## src/rtl/floppy_step_driver.sv

```systemverilog
// floppy_step_driver: turns a step-period setpoint into a STEP pulse train
// for one floppy drive, tracks the head and bounces DIR at the track limits.
// Ports: clk, rst (async, active low), sp (period in clocks, 0 = silent),
//        en (note enable), step_n (STEP, active low), dir_n (0 = inward),
//        track (head position estimate), busy (high while homing).

module floppy_step_driver #(
    parameter int SP_W    = 22,
    parameter int TRACKS  = 80,
    parameter int STEP_W  = 50,
    parameter int HOME_SP = 500000
) (
    input  logic            clk,
    input  logic            rst,
    input  logic [SP_W-1:0] sp,
    input  logic            en,
    output logic            step_n,
    output logic            dir_n,
    output logic [6:0]      track,
    output logic            busy
);

    localparam int PW = $clog2(STEP_W + 1);

    localparam logic [SP_W-1:0] MIN_SP  = SP_W'(2 * STEP_W);
    localparam logic [SP_W-1:0] HOME_TC = SP_W'(HOME_SP - 1);
    localparam logic [SP_W-1:0] SP_ONE  = SP_W'(1);
    localparam logic [PW-1:0]   PW_LAST = PW'(STEP_W - 1);
    localparam logic [PW-1:0]   PW_ONE  = PW'(1);
    localparam logic [6:0]      TRK_MAX = 7'(TRACKS - 1);
    localparam logic [6:0]      HOME_N  = 7'(TRACKS);

    typedef enum logic [1:0] {
        S_HOME,
        S_IDLE,
        S_RUN
    } state_e;

    state_e          state_q, state_d;
    logic [SP_W-1:0] cnt_q, cnt_d;
    logic [PW-1:0]   pcnt_q, pcnt_d;
    logic [6:0]      hcnt_q, hcnt_d;
    logic            step_n_q, step_n_d;
    logic            dir_n_q, dir_n_d;
    logic [6:0]      track_q, track_d;
    logic            busy_q, busy_d;

    logic [SP_W-1:0] eff_sp;
    logic [SP_W-1:0] run_tc;
    logic            pulse_on;
    logic            pulse_end;
    logic            go;

    // Short setpoints are stretched so STEP always gets a high phase
    // at least as long as its low phase.
    assign eff_sp    = (sp < MIN_SP) ? MIN_SP : sp;
    assign run_tc    = eff_sp - SP_ONE;
    assign pulse_on  = !step_n_q;
    assign pulse_end = pulse_on && (pcnt_q == PW_LAST);
    assign go        = en && (sp != '0);

    always_comb begin
        state_d  = state_q;
        cnt_d    = cnt_q;
        pcnt_d   = pcnt_q;
        hcnt_d   = hcnt_q;
        step_n_d = step_n_q;
        dir_n_d  = dir_n_q;
        track_d  = track_q;
        busy_d   = busy_q;

        // Low-phase timer runs whatever the state, so a pulse in
        // flight always completes its full width.
        if (pulse_on) begin
            if (pulse_end) begin
                step_n_d = 1'b1;
                pcnt_d   = '0;
            end else begin
                pcnt_d = pcnt_q + PW_ONE;
            end
        end

        unique case (state_q)
            S_HOME: begin
                busy_d  = 1'b1;
                dir_n_d = 1'b1;
                if (pulse_end && hcnt_q == HOME_N) begin
                    state_d = S_IDLE;
                    cnt_d   = '0;
                    hcnt_d  = '0;
                    dir_n_d = 1'b0;
                    track_d = '0;
                    busy_d  = 1'b0;
                end else if (cnt_q >= HOME_TC) begin
                    cnt_d = '0;
                    if (hcnt_q != HOME_N) begin
                        step_n_d = 1'b0;
                        pcnt_d   = '0;
                        hcnt_d   = hcnt_q + 7'd1;
                    end
                end else begin
                    cnt_d = cnt_q + SP_ONE;
                end
            end

            S_IDLE: begin
                cnt_d = '0;
                if (go) begin
                    state_d = S_RUN;
                end
            end

            S_RUN: begin
                // Reverse only as STEP returns high, using the track
                // value already advanced by this pulse.
                if (pulse_end) begin
                    if (!dir_n_q && track_q == TRK_MAX) begin
                        dir_n_d = 1'b1;
                    end else if (dir_n_q && track_q == '0) begin
                        dir_n_d = 1'b0;
                    end
                end
                if (!go) begin
                    cnt_d = '0;
                    if (!pulse_on) begin
                        state_d = S_IDLE;
                    end
                end else if (cnt_q >= run_tc) begin
                    // '>=' also catches a counter left beyond a lowered
                    // setpoint and wraps it straight into a pulse.
                    cnt_d    = '0;
                    step_n_d = 1'b0;
                    pcnt_d   = '0;
                    if (!dir_n_q) begin
                        if (track_q != TRK_MAX) begin
                            track_d = track_q + 7'd1;
                        end
                    end else if (track_q != '0) begin
                        track_d = track_q - 7'd1;
                    end
                end else begin
                    cnt_d = cnt_q + SP_ONE;
                end
            end

            default: begin
                state_d = S_HOME;
            end
        endcase
    end

    always_ff @(posedge clk or negedge rst) begin
        if (!rst) begin
            state_q  <= S_HOME;
            cnt_q    <= '0;
            pcnt_q   <= '0;
            hcnt_q   <= '0;
            step_n_q <= 1'b1;
            dir_n_q  <= 1'b1;
            track_q  <= '0;
            busy_q   <= 1'b1;
        end else begin
            state_q  <= state_d;
            cnt_q    <= cnt_d;
            pcnt_q   <= pcnt_d;
            hcnt_q   <= hcnt_d;
            step_n_q <= step_n_d;
            dir_n_q  <= dir_n_d;
            track_q  <= track_d;
            busy_q   <= busy_d;
        end
    end

    assign step_n = step_n_q;
    assign dir_n  = dir_n_q;
    assign track  = track_q;
    assign busy   = busy_q;

endmodule

```

## config.mk

```make
export PLATFORM = sky130hd
export DESIGN_NAME = floppy_step_driver
export DESIGN_NICKNAME = d
export VERILOG_FILES = /design/src/rtl/floppy_step_driver.sv
export SDC_FILE = /design/constraint.sdc
export NUM_CORES = 1
export LEC_CHECK = 0
export ABC_AREA = 1
export CORE_MARGIN = 2
export CORE_UTILIZATION = 54
export DETAILED_ROUTE_END_ITERATION = 8
export PLACE_DENSITY = 0.79
export SLEW_MARGIN = 5
export SYNTH_ARGS = -nofsm -noshare
export SYNTH_HDL_FRONTEND = slang
export SYNTH_SLANG_ARGS = --single-unit
```

## constraint.sdc

```tcl
create_clock -name clk -period 1.8 [get_ports clk]
set_input_delay 0.36 -clock clk [delete_from_list [all_inputs] [get_ports clk]]
set_output_delay 0.36 -clock clk [all_outputs]
set_load 0.02 [all_outputs]
```

* After elaboration in Yosys (flattened, before gate mapping)
Cells that the tools add are included.
Cells by class: $add $sub $neg 6, order comparisons 3, muxes and demuxes 42, equality and inequality tests 17, reductions and logical operators 19
Operators with widths (number):
- 22-bit 2-to-1 mux | 5
- 22-bit one-hot mux with 3 select lines | 1
- 7-bit 2-to-1 mux | 9
- 6-bit 2-to-1 mux | 7
- 22-bit by 1-bit adder with 22-bit output (second input constant) | 1
- 22-bit by 19-bit greater-or-equal comparator with 1-bit output (second input constant) | 1
- 22-bit greater-or-equal comparator | 1
- 22-bit by 7-bit < comparator with 1-bit output (second input constant) | 1
- 22-bit nonzero test | 1
- 22-bit by 1-bit subtractor with 22-bit output (second input constant) | 1
- 7-bit by 1-bit adder with 7-bit output (second input constant) | 2
- 7-bit equality test (second input constant) | 2
- 2-bit != test (second input constant) | 7
- 7-bit != test (second input constant) | 2
- 7-bit one-hot mux with 2 select lines | 1
- 6-bit one-hot mux with 2 select lines | 1
- 1-bit 2-to-1 mux | 11
- 3-bit != test (second input constant) | 3
- 2-bit 2-to-1 mux | 4
- 7-bit zero test | 1
- 7-bit nonzero test | 1
- 7-bit by 1-bit subtractor with 7-bit output (second input constant) | 1
- 6-bit by 1-bit adder with 6-bit output (second input constant) | 1
- 6-bit equality test (second input constant) | 1
- other kinds (12) | 21
Word-level totals: flip-flop bits (word level) 47, input bits 25, output and inout port bits 10

* Longest topological paths before layout
depth after elaboration 8, gate-level depth with buffers 26

* Least setup slack after synthesis
No wires, ideal clock.
kind input port to flip-flop, from in sp[20], to reg cnt_q[11], arrival 3089 ps, path buffers 2, slack -1401 ps, data required time 1688 ps, stages on the path 24, cells stage by stage or2_1 nor3_2 nand2_2 buf_4 nand2_1 ha_1 nand4_2 nor3_2 nand2_1 nand2_1 nand2_1 ha_1 nand2_1 nor2_1 nand2_1 nor2_1 nand2_1 nand3_1 nor2_2 nand3_1 nand3_2 buf_6 nand2_1 inv_2
On the way: word-level cells in the longest chain between the ends 7
Ends and longest elaborated chain:
- start, declared | line 15 | input logic [SP_W-1:0] sp,
- 22-bit by 7-bit < comparator with 1-bit output | line 56 | assign eff_sp = (sp < MIN_SP) ? MIN_SP : sp;
- 22-bit 2-to-1 mux | line 56
- 22-bit by 1-bit subtractor with 22-bit output | line 57 | assign run_tc = eff_sp - SP_ONE;
- 22-bit greater-or-equal comparator | line 128 | end else if (cnt_q >= run_tc) begin
- 22-bit 2-to-1 mux | line 128
- 22-bit 2-to-1 mux (*) | line 123 | if (!go) begin
- 22-bit one-hot mux with 3 select lines (*) | line 83 | unique case (state_q)
- end signal, assigned | line 164 | cnt_q <= cnt_d;
- end, declared | line 40 | logic [SP_W-1:0] cnt_q, cnt_d;
Mark *: on every way between the ends. The rest lies on a longest branch, timed or not. A chain may end at the register's enable or synchronous reset.

* Final worst setup path
from in sp[17], to reg cnt_q[11]
The elaborated chain is that of the path after synthesis.

==> reports/metrics.csv <==
metric,value,unit
status,finished with violations,
failing checks,negative setup slack,
placed cell count,949,
post-synthesis sequential area ratio,25.7,%
Synth Flop Type,dfrtp_1,
Area Growth Syn to Fin,51.5,%
"Hold Violations, Final",0,
Setup TNS,-48.85,ns
min Tclk post-route,3.20,ns
Final setup viols,38,
number of core rows,33,
Root Buffer,clkbuf_8,
clock skew,0.00710,ns
Critical Path AT,3.47,ns
Adder-Cell Fraction of Synth Area,10.5,%
XOR/XNOR Fraction of Synth Area,6.68,%
worst reg2reg endpoint,cnt_q[11],
initial DRC count,430,
Cell variety after synth,45,
post-synthesis mux area share,0,%
Final Max Slew Viols,0,
WL/cell,17.7,um
largest net degree at the start of global routing,19,
crit-path max FO,7,
worst-skew pair later-pin latency,0.32,ns
fmax,313,MHz
largest family of logic cells by synthesized area,simple AND/OR/NAND/NOR gates,
vias,5816,
slowest CP cell,nor3_4,
CTS tree,done,
pin slew with the least headroom to its limit,0.535,ns
DR DRC count,0,
drt via density,5.85,
CP endpoint,cnt_q[11],
Die ar.,9250,um^2
"slowest stage delay, CP",0.23,ns
Post-DRT Antenna Nets,0,
CTS buffer count,5,
Seq cells post-synth,47,
Hold WC Path Type,in -> async,
Synth async-reset ratio,100,%
Initial Util,55.8,%
initial antenna violation count,0,
max-cap violations,0,
ANT cells,0,
CP dominant cell by count,nand2_2,
Final HPWL DP,10500,um
ratio of cells with drive above 1 in the final layout,38.2,%
Post-Syn Area,4590,um^2
fin nets,952,
Fill cells,461,
Yosys warning count,0,
"commonest non-fill, non-tap cell in the layout",nand2_1,
post-layout worst setup margin,-1.40,ns
global-route wire length before repair,24000,um
Post-Syn Instances,710,
Compound-Gate Fraction of Synth Area,5.89,%
total track usage,33.5,%
"EDFF count, synth",0,
worst r2r src,cnt_q[20],
hold buffers post-CTS,0,
RSZ-0062 raised after global routing,true,
pre-CTS setup slack,-2.05,ns
crit path launch,sp[17],
Worst slew margin,64.3,%
Synthesized Nets,773,
VDD IR max,1170,uV
Final GP Congestion,0.964,
Syn Area/Cell,6.46,um^2
DIE HEIGHT,96.2,um
kind of critical path,in -> reg,
Die Wd,96.2,um
clk sink count,47,
P_leak,3.68,nW
# H-tree levels,2,
GRT Residual Overflow,0,
clock transition at the registers of the reported paths,0.10,ns
Pwr per Cell Area,891,nW/um^2
vias in the first global route,5362,
Crit. End Element,register,
crit start category,primary input,
clock buffer depth,2,
post-synthesis simple-gate area fraction,40.9,%
DRT Pass-1 Iters,6,
Ports,35,
reg2reg setup slack,-0.32,ns
Worst R2R Path Depth,14,
most frequent cells in the layout,"nand2_1 (156), buf_4 (128), inv_1 (89)",
Final Non-Filler Cells,995,
fin crit share,178,%
IO Port Bufs,34,
final total power,6.19,mW
routed wire length,17600,um
core area,8220,um^2
CP required,2.07,ns
==> synth_stat cells, types with 2 or more instances <==
library cell / count / area share (%)
a21oi_1: 25 / 2.7
buf_2: 2 / 0.22
clkbuf_1: 4 / 0.33
dfrtp_1: 44 / 24
dfstp_2: 3 / 1.7
ha_1: 37 / 10
inv_1: 99 / 8.1
inv_2: 13 / 1.1
nand2_1: 209 / 17
nand2_2: 3 / 0.41
nand3_1: 48 / 5.2
nand3_2: 2 / 0.44
nand3b_1: 3 / 0.49
nand4_1: 29 / 4.0
nand4_2: 2 / 0.55
nor2_1: 94 / 7.7
nor2_2: 4 / 0.55
nor2_4: 2 / 0.49
nor3_1: 11 / 1.2
nor3_2: 2 / 0.44
nor4_1: 3 / 0.41
o21ai_0: 13 / 1.4
or2_2: 3 / 0.41
xnor2_1: 13 / 2.5
xor2_1: 22 / 4.2
==> worst min path at each step <==
stage / startpoint / end
after global routing: rst / cnt_q[7]
after global placement: rst / cnt_q[7]
final: rst / cnt_q[7]
after floorplan: rst / cnt_q[0]
after detailed placement: rst / cnt_q[7]
after CTS: rst / cnt_q[7]
==> sequential cells by signal, indices dropped and copies added (netlist names) <==
signal   count
track        7
hcnt_q       7
step_n       1
state_q      2
pcnt_q       6
busy         1
cnt_q       22
dir_n        1
==> area by class of cell <==
cell class	instances	area, um^2	area share (%)
Clock inverter	2	16.3	0.234
Clock buffer	6	72.6	1.04
Multi-Input combinational cell	542	3610	51.9
Tap cell	105	131	1.89
Timing Repair Buffer	180	1510	21.7
Sequential cell	47	1180	17.0
Inverter	113	434	6.25
==> critical path, delay by kind of cell <==
family / cells / cell delay, ns
AND/OR/NAND/NOR: 18 / 2.14
adder cells (fa/ha/maj): 2 / 0.35
buffers and inverters: 5 / 0.62
==> through the flow <==
stage	hold slack, ns	utilization [%]	cell area [um^2]
after detailed placement	0.366	71.7	5890
after CTS	0.0213	77.6	6380
after global placement	0.362	71.7	5890
after floorplan	0.0644	-	4640
final	0.00505	84.6	6950
after global routing	0.0362	84.6	6950
==> per-layer routing <==
metal  global-route usage, %  vias up  wire length, um
met4                    14.3        0             1240
met2                    63.8      348             9040
met1                    35.7     2732             6130
met3                    5.79      124             1210
li1                        -     2612                -
met5                       0        -                0
==> where the power goes <==
group	total [mW]	switching (mW)	internal, mW
combinational	3.98	2.34	1.65
sequential	1.51	0.238	1.27
clock	0.702	0.422	0.280
==> repair_timing <==
| action | 4_1_cts | 5_1_grt |
|---|---|---|
| setup buffers | 27 | 23 |
| pin swaps | 39 | 62 |
| endpoints found under the setup margin | 51 | 47 |
| cloned | 0 | 1 |
| gates resized for setup | 148 | 134 |
==> cells by family after synthesis <==
kind of cell / after synthesis
buf+inv: 121
fa+ha+maj: 38
flops: 47
xor+xnor: 35
compound gates: 48
simple gates: 421
(Power assumes the default switching activity.)
